--- src/rtl/mem_port_arbiter_pkg.sv ---
// mem_port_arbiter_pkg
//   Shared types and constants for the two-requester memory port arbiter:
//   FSM state enum, requester-ID enum, MEM_LAT legal range, the muxed
//   request struct and a word-alignment helper.
package mem_port_arbiter_pkg;

  typedef enum logic [1:0] {
    IDLE = 2'd0,
    WAIT = 2'd1,
    DONE = 2'd2
  } arb_state_e;

  typedef enum logic {
    REQ_IF = 1'b0,
    REQ_D  = 1'b1
  } req_id_e;

  localparam int MEM_LAT_MIN = 1;
  localparam int MEM_LAT_MAX = 8;
  // Down-counter holds MEM_LAT-1, so MEM_LAT_MAX-1 must fit.
  localparam int LAT_CNT_W   = $clog2(MEM_LAT_MAX);

  // Winner's request after the ID mux.
  typedef struct packed {
    logic        we;
    logic [31:0] addr;
    logic [31:0] wdata;
  } mem_req_t;

  function automatic logic [31:0] word_align(input logic [31:0] a);
    return a & ~32'h3;
  endfunction

endpackage

--- src/rtl/mem_arb_pick.sv ---
// mem_arb_pick
//   Winner selection between instruction fetch and data requests.
//   Default build: data has fixed priority unless IF has waited through
//   STARVE_MAX consecutive data grants. With MEM_ARB_RR_EN defined the
//   pick is strict round-robin and STARVE_MAX is unused.
// Ports:
//   clk_i, rst_n  clock, async active-low reset
//   if_req, d_req pending requests
//   take          a grant is issued this cycle (updates history)
//   winner        requester that wins if a grant is issued
module mem_arb_pick
  import mem_port_arbiter_pkg::*;
#(
  parameter int STARVE_MAX = 3
) (
  input  logic    clk_i,
  input  logic    rst_n,
  input  logic    if_req,
  input  logic    d_req,
  input  logic    take,
  output req_id_e winner
);

`ifdef MEM_ARB_RR_EN
  req_id_e last;

  // On contention, the requester that was not granted last wins.
  always_comb winner = (if_req && (!d_req || last == REQ_D)) ? REQ_IF : REQ_D;

  always_ff @(posedge clk_i or negedge rst_n) begin
    if (!rst_n)    last <= REQ_IF;
    else if (take) last <= winner;
  end
`else
  localparam int SW = (STARVE_MAX < 1) ? 1 : $clog2(STARVE_MAX + 1);
  localparam logic [SW-1:0] SMAX = SW'(STARVE_MAX);

  logic [SW-1:0] starve;
  logic          starved;

  assign starved = if_req && (starve == SMAX);

  always_comb winner = (if_req && (!d_req || starved)) ? REQ_IF : REQ_D;

  // Counts data grants taken while IF is waiting; saturates, cleared by an IF grant.
  always_ff @(posedge clk_i or negedge rst_n) begin
    if (!rst_n) begin
      starve <= '0;
    end else if (take) begin
      if (winner == REQ_IF)             starve <= '0;
      else if (if_req && starve != SMAX) starve <= starve + 1'b1;
    end
  end
`endif

endmodule

--- src/rtl/mem_port_arbiter.sv ---
// mem_port_arbiter
//   Shares one single-outstanding memory port between an instruction fetch
//   requester and a data (load/store) requester. Grants are combinational in
//   IDLE/DONE; WAIT counts out MEM_LAT; DONE pulses the owner's valid.
//   Optional macro MEM_ARB_RR_EN selects round-robin arbitration.
// Parameters: MEM_LAT (1..8) read latency, STARVE_MAX IF starvation limit.
// Ports:
//   clk_i, rst_n                      clock, async active-low reset
//   if_req_i/if_addr_i                fetch request and byte address
//   if_gnt_o/if_valid_o/if_rdata_o    fetch accept, completion, data
//   d_req_i/d_we_i/d_addr_i/d_wdata_i data request
//   d_gnt_o/d_valid_o/d_rdata_o       data accept, completion, load data
//   mem_en_o/mem_we_o/mem_addr_o/mem_wdata_o/mem_rdata_i  memory port
//   misalign_o                        sticky misaligned-access flag
module mem_port_arbiter
  import mem_port_arbiter_pkg::*;
#(
  parameter int MEM_LAT    = 2,
  parameter int STARVE_MAX = 3
) (
  input  logic        clk_i,
  input  logic        rst_n,
  input  logic        if_req_i,
  input  logic [31:0] if_addr_i,
  output logic        if_gnt_o,
  output logic        if_valid_o,
  output logic [31:0] if_rdata_o,
  input  logic        d_req_i,
  input  logic        d_we_i,
  input  logic [31:0] d_addr_i,
  input  logic [31:0] d_wdata_i,
  output logic        d_gnt_o,
  output logic        d_valid_o,
  output logic [31:0] d_rdata_o,
  output logic        mem_en_o,
  output logic        mem_we_o,
  output logic [31:0] mem_addr_o,
  output logic [31:0] mem_wdata_o,
  input  logic [31:0] mem_rdata_i,
  output logic        misalign_o
);

  generate
    if (MEM_LAT < MEM_LAT_MIN || MEM_LAT > MEM_LAT_MAX) begin : g_bad_lat
      $error("mem_port_arbiter: MEM_LAT out of range 1..8");
    end
  endgenerate

  localparam logic [LAT_CNT_W-1:0] LAT_LOAD = LAT_CNT_W'(MEM_LAT - 1);

  arb_state_e           state;
  logic [LAT_CNT_W-1:0] lat_cnt;
  req_id_e              owner;
  logic                 owner_we;
  logic [31:0]          if_rdata;
  logic [31:0]          d_rdata;
  logic                 misalign;

  req_id_e              winner;
  logic                 can_grant;
  logic                 take;
  mem_req_t             req;

  // Gated by rst_n so grant/strobe outputs read 0 while reset is held,
  // even with requests pending.
  assign can_grant = rst_n && (state == IDLE || state == DONE);
  assign take      = can_grant && (if_req_i || d_req_i);

  mem_arb_pick #(
    .STARVE_MAX (STARVE_MAX)
  ) u_pick (
    .clk_i  (clk_i),
    .rst_n  (rst_n),
    .if_req (if_req_i),
    .d_req  (d_req_i),
    .take   (take),
    .winner (winner)
  );

  always_comb begin
    req = '0;
    if (winner == REQ_D) begin
      req.we    = d_we_i;
      req.addr  = d_addr_i;
      req.wdata = d_wdata_i;
    end else begin
      req.addr  = if_addr_i;
    end
  end

  assign if_gnt_o    = take && (winner == REQ_IF);
  assign d_gnt_o     = take && (winner == REQ_D);
  assign mem_en_o    = take;
  assign mem_we_o    = take && req.we;
  assign mem_addr_o  = take ? word_align(req.addr) : '0;
  assign mem_wdata_o = (take && req.we) ? req.wdata : '0;

  assign if_valid_o  = (state == DONE) && (owner == REQ_IF);
  assign d_valid_o   = (state == DONE) && (owner == REQ_D);
  assign if_rdata_o  = if_rdata;
  assign d_rdata_o   = d_rdata;
  assign misalign_o  = misalign;

  always_ff @(posedge clk_i or negedge rst_n) begin
    if (!rst_n) begin
      state    <= IDLE;
      lat_cnt  <= '0;
      owner    <= REQ_IF;
      owner_we <= 1'b0;
      if_rdata <= '0;
      d_rdata  <= '0;
      misalign <= 1'b0;
    end else begin
      // take is only possible in IDLE/DONE, so it never collides with the WAIT count.
      if (take) begin
        owner    <= winner;
        owner_we <= req.we;
        lat_cnt  <= LAT_LOAD;
        if (req.addr[1:0] != 2'b00) misalign <= 1'b1;
      end
      case (state)
        IDLE, DONE: state <= take ? WAIT : IDLE;
        WAIT: begin
          if (lat_cnt == '0) begin
            // Memory data is valid on this edge; stores leave read data untouched.
            state <= DONE;
            if (!owner_we) begin
              if (owner == REQ_IF) if_rdata <= mem_rdata_i;
              else                 d_rdata  <= mem_rdata_i;
            end
          end else begin
            lat_cnt <= lat_cnt - 1'b1;
          end
        end
        default: state <= IDLE;
      endcase
    end
  end

endmodule

--- config.mk ---
export PLATFORM = sky130hd
export DESIGN_NAME = mem_port_arbiter
export DESIGN_NICKNAME = d
export VERILOG_FILES = /design/src/rtl/mem_port_arbiter_pkg.sv /design/src/rtl/mem_arb_pick.sv /design/src/rtl/mem_port_arbiter.sv
export SDC_FILE = /design/constraint.sdc
export NUM_CORES = 1
export LEC_CHECK = 0
export BUFFER_PORTS_ARGS = -buffer_cell sky130_fd_sc_hd__buf_4
export CAP_MARGIN = 10
export CORE_AREA = 2 2 103 105
export DETAILED_ROUTE_END_ITERATION = 6
export DIE_AREA = 0 0 105 107
export GPL_TIMING_DRIVEN = 0
export PLACE_DENSITY = 0.72
export SLEW_MARGIN = 5
export SYNTH_ARGS = -nofsm -noshare
export SYNTH_HDL_FRONTEND = slang
export SYNTH_SLANG_ARGS = --single-unit
export TNS_END_PERCENT = 1
--- constraint.sdc ---
create_clock -name clk_i -period 2.35 [get_ports clk_i]
set_clock_uncertainty 0.2 [all_clocks]
set_input_delay 0 -clock clk_i [delete_from_list [all_inputs] [get_ports clk_i]]
set_output_delay 0 -clock clk_i [all_outputs]
set_load 0.1 [all_outputs]
# [Word-level counts from Yosys, hierarchy flattened]
# Index checks and enable logic that the tools add are counted.
[word_totals] reg_bits=74 input_bits=133 out_inout_bits=135
[op_classes] add_sub_neg=2 n_eq_ne=5 muxes=14 bitwise=2 reduce_logical=23
[op_table] op="32-bit two-way mux" count=4
[op_table] op="1-bit logical AND" count=10
[op_table] op="3-bit two-way mux" count=3
[op_table] op="4-bit AND reduction" count=2
[op_table] op="2-bit two-way mux" count=3
[op_table] op="2-bit == test, second input constant" count=2
[op_table] op="2-bit inequality test, second input constant" count=2
[op_table] op="2-bit one-hot mux with 2 select lines" count=1
[op_table] op="2-bit AND reduction" count=2
[op_table] op="2-bit nonzero test" count=2
[op_table] op="3-bit zero test" count=1
[op_table] op="1-bit logical OR" count=3
[op_table] op="1-bit two-way mux" count=3
[op_table] op="3-bit by 1-bit subtractor with 3-bit output, second input constant" count=1
[op_table] op="2-bit by 1-bit adder with 2-bit output, second input constant" count=1
[op_table] op="2-bit by 1-bit == test with 1-bit output, second input constant" count=1
[op_table] op="2-bit zero test" count=1
[op_table] op="1-bit NOT" count=2
[op_table] op="2-bit OR reduction" count=1
[op_table] op="1-bit zero test" count=1

# [Depth between registers and ports, before layout]
# Gate-level depths: netlist of the first run.
[depth] word_depth=7 mapped_depth=6

# [Hierarchy]
# Synthesis of the first run repeated with hierarchy kept, for this count alone.
[hier_totals] cells_unflattened=258 hier_area_um2=3589.7
[by_module_without_submodules] mod="mem_port_arbiter" instances=1 cells_each=249 area_each_um2=3483.3
[by_module_without_submodules] mod="mem_arb_pick" instances=1 cells_each=9 area_each_um2=106.4

# [Worst setup path before layout of the first run]
# No wires, ideal clock.
[synth_timing] kind="flip-flop to output port" startpoint="reg owner" endpoint="out if_valid_o" t_arrival_ns=2.644 required_ns=2.150 path_slack_ns=-0.494 path_stages_with_launch=2 path_buffers=0 path_cell_list="dfrtp_1 > nor3b_1"
[synth_between] elab_chain_len=2
[synth_rtl] item="start, declared" line="mem_port_arbiter.sv:53" rtl="req_id_e owner;"
[synth_rtl] item="start signal, assigned" line="mem_port_arbiter.sv:116" rtl="owner <= winner;"
[synth_rtl] item="1-bit NOT (no line)"
[synth_rtl] item="1-bit logical AND" line="mem_port_arbiter.sv:98" rtl="assign if_valid_o = (state == DONE) && (owner == REQ_IF);"
[synth_rtl] item="end, declared" line="mem_port_arbiter.sv:26" rtl="output logic if_valid_o,"
# Every way passes these cells.

# [Worst setup path in the final report of the first run]
[layout_timing] startpoint="in d_addr_i[0]" endpoint="reg misalign (netlist: misalign_o)"
[layout_between] elab_chain_len=3
[layout_rtl] item="start, declared" line="mem_port_arbiter.sv:30" rtl="input logic [31:0] d_addr_i,"
[layout_rtl] item="32-bit two-way mux" line="mem_port_arbiter.sv:82" rtl="if (winner == REQ_D) begin"
[layout_rtl] item="2-bit nonzero test" line="mem_port_arbiter.sv:119" rtl="if (req.addr[1:0] != 2'b00) misalign <= 1'b1;"
[layout_rtl] item="2-bit AND reduction (no line)"
[layout_rtl] item="end signal, assigned" line="mem_port_arbiter.sv:112" rtl="misalign <= 1'b0;"
[layout_rtl] item="end signal, assigned" line="mem_port_arbiter.sv:119"
[layout_rtl] item="end, declared" line="mem_port_arbiter.sv:57" rtl="logic misalign;"
# Every way passes these cells.
# A chain may end at the register's enable or synchronous reset.

==> flow_summary_export.csv, run 1 <==
group,metric,value,unit
outcome,status,"finished with violations",
outcome,failed_checks,"hold timing",
timing,fmax,0.432,GHz
placed_design,hpwlAfterDp,9370,um
timing,finalSetupViolCount,0,
die,core-area,10100,sq um
cts,cts_tree,"yes",
placed_design,io_buffers,265,
synth,post_synth_instance_area,3590,sq um
finish,area_delta_synth_final,85.6,%
synth,netlist_instances,264,
drt,vias,3437,
hold_path,hold_class,"in2async",
timing,worst_pin_slew,683,ps
worst_setup_path,start_kind,"input port",
drt,wire_per_inst,17.3,um
cts,clkLatencyLatePin,340,ps
die,die-height,107,um
timing,rsz0062_at_grt,"true",
synth,yosysWarnings,0,
cts,path_clk_slew,80,ps
worst_setup_path,cp.arrival,2340,ps
synth,ys_ff_latch,74,
die,dieArea,11200,sq um
worst_setup_path,cp-end-kind,"flop",
synth,synth_area_per_cell,13.6,sq um
timing,tns,0,ps
cts,htree_levels,3,
finish,final_core_util,66.1,%
timing,holdWs,-530,ps
worst_setup_path,path_max_fanout,1,
timing,hold_viol_final,74,
worst_setup_path,criticalPathCategory,"in2reg",
finish,diodes,0,
job,maxCapViolations,0,
cts,cts_hold_buf,39,
drt,drt-total-wl,12500,um
grt,groute.usage.overall,21.7,%
grt,grt_overflow,0,
timing,finalMaxSlewViolations,0,
synth,ys_seq_area_share,51.5,%
grt,antenna_found_initial,0,
synth,ys_types,33,
grt,grt_start_max_net_pins,77,
die,floorplan.initialDensity,35.6,%
drt,dr.pass1.iters,4,
timing,slew-limit-headroom,54.5,%
finish,drive_gt1_share,63.8,%
placed_design,gp_congestion,0.872,
drt,drc_errors,0,
die,pin_count,268,
timing,period_minus_slack,2310,ps
grt,grt_pass1_vias,3621,
grt,grt_pass1_wl,18900,um
drt,vias_per_cell,4.76,
cts,cts_made_buffers,9,
timing,period_share,98.4,%
die,die_w,105,um
die,rows,37,
drt,drtIter0Drc,119,
cts,cts_buffer_depth,2,
finish,fin_nets,717,
cts,cts.sinks,74,
drt,antenna_left,0,
worst_setup_path,required,2380,ps
cts,cts-root-buf,"clkbuf_8",
## layout by cell type (no fill, tap or decap), drive strengths merged, types with 2 or more instances in the layout
cell	count
mux2	65
inv	4
conb	2
or2	3
o22ai	3
dfrtp	74
nand2b	3
clkinv	2
o21ai	2
nor2	5
clkbuf	22
bufinv	2
nand2	5
and3	32
a22o	30
dlygate4sd3	39
ha	3
nor2b	2
buf	277
## metal layers
| metal | wire [um] | GRT usage, % | vias to the layer above |
|---|---|---|---|
| li1 | - | - | 1601 |
| met1 | 4630 | 24.1 | 1648 |
| met2 | 6750 | 40.0 | 170 |
| met3 | 888 | 6.32 | 18 |
| met4 | 226 | 6.57 | 0 |
| met5 | 0 | 0 | - |
## cell families after synthesis
kind of cell	share of synthesized area [%]
mux	23.8
compound gates	9.23
buf+inv	4.32
simple gates	9.96
fa+ha+maj	1.05
other cells	0.104
flops	51.6
## sequential cells by signal, indices dropped and copies added, names as in the netlist
name and flops:
if_rdata_o 32, lat_cnt 3, d_rdata_o 32, state 2, u_pick.starve 2, owner_we 1
misalign_o 1, owner 1
## stage by stage
stage / area, sq um / hold WS, ps / cells / worst slack [ps]
final: 6670 / -530 / 722 / 37.2
after global routing: 6670 / -492 / 722 / -41.6
after CTS: 6510 / -514 / 722 / -0.288
after detailed placement: 5760 / 14.9 / 666 / -267
after global placement: 5760 / 4.68 / 666 / -188
after floorplan: 3600 / -496 / 265 / -252
## cell type report
| cell class | count | area (sq um) |
|---|---|---|
| tap | 136 | 170 |
| multi-input combinational | 166 | 1620 |
| fill | 750 | 3420 |
| timing repair buffer | 305 | 2630 |
| clock buffer | 12 | 155 |
| inverter | 4 | 15.0 |
| buffer | 21 | 155 |
| clock inverter | 4 | 73.8 |
| sequential | 74 | 1850 |
## cell usage after synthesis, drive strengths merged
cell | count | area share, %
inv | 4 | 0.42
nand2b | 3 | 0.73
and4bb | 1 | 0.35
nand3 | 1 | 0.49
a22o | 30 | 7.3
o2bb2ai | 1 | 0.24
mux2 | 65 | 24
a211oi | 1 | 0.35
o22a | 1 | 0.24
ha | 3 | 1.0
mux2i | 1 | 0.28
nor2b | 2 | 0.35
and2 | 1 | 0.17
nand3b | 1 | 0.21
nor3b | 1 | 0.21
and3b | 1 | 0.24
nor2 | 5 | 0.52
buf | 15 | 3.3
a221o | 1 | 0.28
conb | 1 | 0.10
o21ai | 2 | 0.28
and3 | 32 | 5.6
or2 | 3 | 0.52
nand2 | 5 | 0.59
dfrtp | 74 | 52
clkbuf | 6 | 0.63
o22ai | 3 | 0.52
## what timing repair did
action | 4_1_cts | 5_1_grt
buffers inserted | 1 | 0
endpoints found under the hold margin | 146 | 74
pin swaps | 1 | 0
setup endpoints to repair | 44 | 63
gates resized for setup | 35 | 41
## critical path, cell delays in order
cell           delay, ps
dlygate4sd3_1        550
buf_4                130
or2_2                270
dlygate4sd3_1        550
a221o_1              280
dlygate4sd3_1        550
## worst paths after layout
| check | from | endpoint | slack (ps) | cells after the start |
|---|---|---|---|---|
| max | d_addr_i[0] | misalign_o | 40 | 6 |
| min | rst_n | if_rdata_o[19] | -530 | 1 |
| max reg2reg | u_pick.starve[0] | misalign_o | 90 | 5 |
| min reg2reg | u_pick.starve[1] | u_pick.starve[1] | 310 | 2 |
| max in group asynchronous | rst_n | lat_cnt[2] | 2010 | 1 |
| min in group clk_i | if_req_i | owner_we | 110 | 5 |
Power of run 1 is not shown: default switching activity piles up to over one toggle a cycle in this logic, so the estimate is an artifact.
==> run 2, diff against run 1 <==
- ABC_CLOCK_PERIOD_IN_PS: default -> 2350
- CORE_AREA: 2 2 103 105 -> 2 2 105 107
- CTS_BUF_LIST: default -> sky130_fd_sc_hd__clkbuf_8
- DIE_AREA: 0 0 105 107 -> 0 0 107 109
- PLACE_DENSITY: 0.72 -> 0.7
==> run 2 against run 1 <==
  * The flow still finishes with violations (hold timing)
  * Non-clock buffer count rose by 2
  * Global-route usage fell by 0.99 points
  * Die area rose by 3.8%
  * Hold slack improved by 12 ps
  * Sequential share of layout area fell by 0.48 points
  * Wire length fell by 0.49%
  * Critical endpoint unchanged
==> flow_summary_export.csv, run 2 (same netlist as run 1, synthesis figures left out) <==
group,metric,value,unit
outcome,status,"finished with violations",
outcome,failed_checks,"hold timing",
worst_setup_path,path_depth,6,
cts,htree_levels,3,
drt,highest_layer,"met4",
die,pin_count,268,
timing,finalMaxSlewViolations,0,
timing,holdWs,-518,ps
cts,cts-root-buf,"clkbuf_8",
drt,vias,3437,
cts,cts_buffer_depth,2,
timing,fmax,0.437,GHz
drt,drc_errors,0,
drt,vias_per_cell,4.73,
timing,finalSetupViolCount,0,
job,maxCapViolations,0,
grt,grt_pass1_vias,3611,
cts,cts_made_buffers,9,
finish,final_common_cell,"buf_4",
timing,period_share,97.5,%
timing,period_minus_slack,2290,ps
worst_setup_path,cp_common_cell,"dlygate4sd3_1",
placed_design,io_buffers,265,
drt,wl_met3,830,um
drt,dr.pass1.iters,4,
worst_setup_path,worst_r2r_path_depth,5,
finish,drive_gt1_share,63.9,%
worst_setup_path,critPathTopFamily,"buffers and inverters",
timing,rsz0062_at_grt,"true",
drt,antenna_left,0,
drt,wl_met2,6720,um
hold_path,hold_class,"in2async",
timing,worst_pin_slew,689,ps
die,dieArea,11700,sq um
finish,fin_nets,719,
grt,groute.usage.overall,20.7,%
timing,slew-limit-headroom,54.1,%
timing,tns,0,ps
worst_setup_path,required,2380,ps
finish,fillCellCount,802,
timing,hold_viol_final,74,
drt,wire_per_inst,17.1,um
worst_setup_path,r2r_slack,100,ps
worst_setup_path,start_kind,"input port",
cts,cts.sinks,74,
worst_setup_path,cp-end-kind,"flop",
worst_setup_path,cpMaxStageDelayCell,"dlygate4sd3_1",
drt,drtIter0Drc,167,
finish,area_delta_synth_final,88.9,%
cts,cts_tree,"yes",
drt,drt-total-wl,12400,um
finish,final_cell_mix,"buf_4 (228), dfrtp_1 (74), dlygate4sd3_1 (39)",
cts,cts_hold_buf,39,
worst_setup_path,crit_buf_inv,4,
die,die-height,109,um
die,core-area,10600,sq um
worst_setup_path,criticalPathCategory,"in2reg",
die,rows,38,
die,floorplan.initialDensity,33.9,%
grt,grt_start_max_net_pins,77,
finish,design_area,6780,sq um
worst_setup_path,crit_chain,"dlygate4sd3_1 > buf_4 > or2_2 > dlygate4sd3_1 > a221o_1 > dlygate4sd3_1",
cts,clkLatencyLatePin,340,ps
cts,path_clk_slew,70,ps
worst_setup_path,cpPeakStageDelay,560,ps
grt,grt_overflow,0,
grt,antenna_found_initial,0,
finish,diodes,0,
grt,grt_pass1_wl,18500,um
placed_design,place_area,5770,sq um
worst_setup_path,cp.arrival,2320,ps
worst_setup_path,path_max_fanout,1,
die,die_w,107,um
placed_design,gp_congestion,0.800,
drt,wl_met1,4620,um
placed_design,hpwlAfterDp,9130,um
==> run 2: final cells by class <==
class / count / area [sq um] / area share, %
Buffer: 21 / 155 / 2.29
Clock buffer: 11 / 151 / 2.23
Clock inverter: 4 / 20.0 / 0.295
Inverter: 4 / 15.0 / 0.221
Multi-Input combinational cell: 166 / 1620 / 23.8
Sequential cell: 74 / 1850 / 27.3
Tap cell: 140 / 175 / 2.58
Timing Repair Buffer: 307 / 2800 / 41.2
==> run 2: final timing paths <==
check	start	to
setup reg to reg	u_pick.starve[0]	misalign_o
min in group clk_i	rst_n	state[0]
setup / recovery	d_addr_i[1]	misalign_o
hold / removal	rst_n	if_rdata_o[19]
max in group asynchronous	rst_n	d_rdata_o[8]
hold reg to reg	u_pick.starve[1]	u_pick.starve[1]
==> run 2: per-stage QoR <==
step	worst slack, ps	instances	hold slack (ps)	utilization, %
floorplan	-252	265	-496	-
global placement	-283	670	4.52	54.4
detailed placement	-332	670	20.2	54.4
CTS	-5.83	725	-506	61.2
global route	-61.2	727	-488	64.0
finish	59.1	727	-518	64.0
==> run 2: per-layer routing <==
layer | vias to the layer above | GRT usage, %
met1 | 1655 | 23.6
met3 | 19 | 4.72
li1 | 1598 | -
met4 | 0 | 8.07
met5 | - | 0
met2 | 165 | 37.7
==> run 2: repair_timing <==
action | in CTS | in global routing
endpoints found under the setup margin | 48 | 63
hold endpoints to repair | 145 | 74
buffers inserted | 1 | 2
pin swaps | 1 | 1
resized for setup | 39 | 73
Power of run 2 is left out for the same reason.
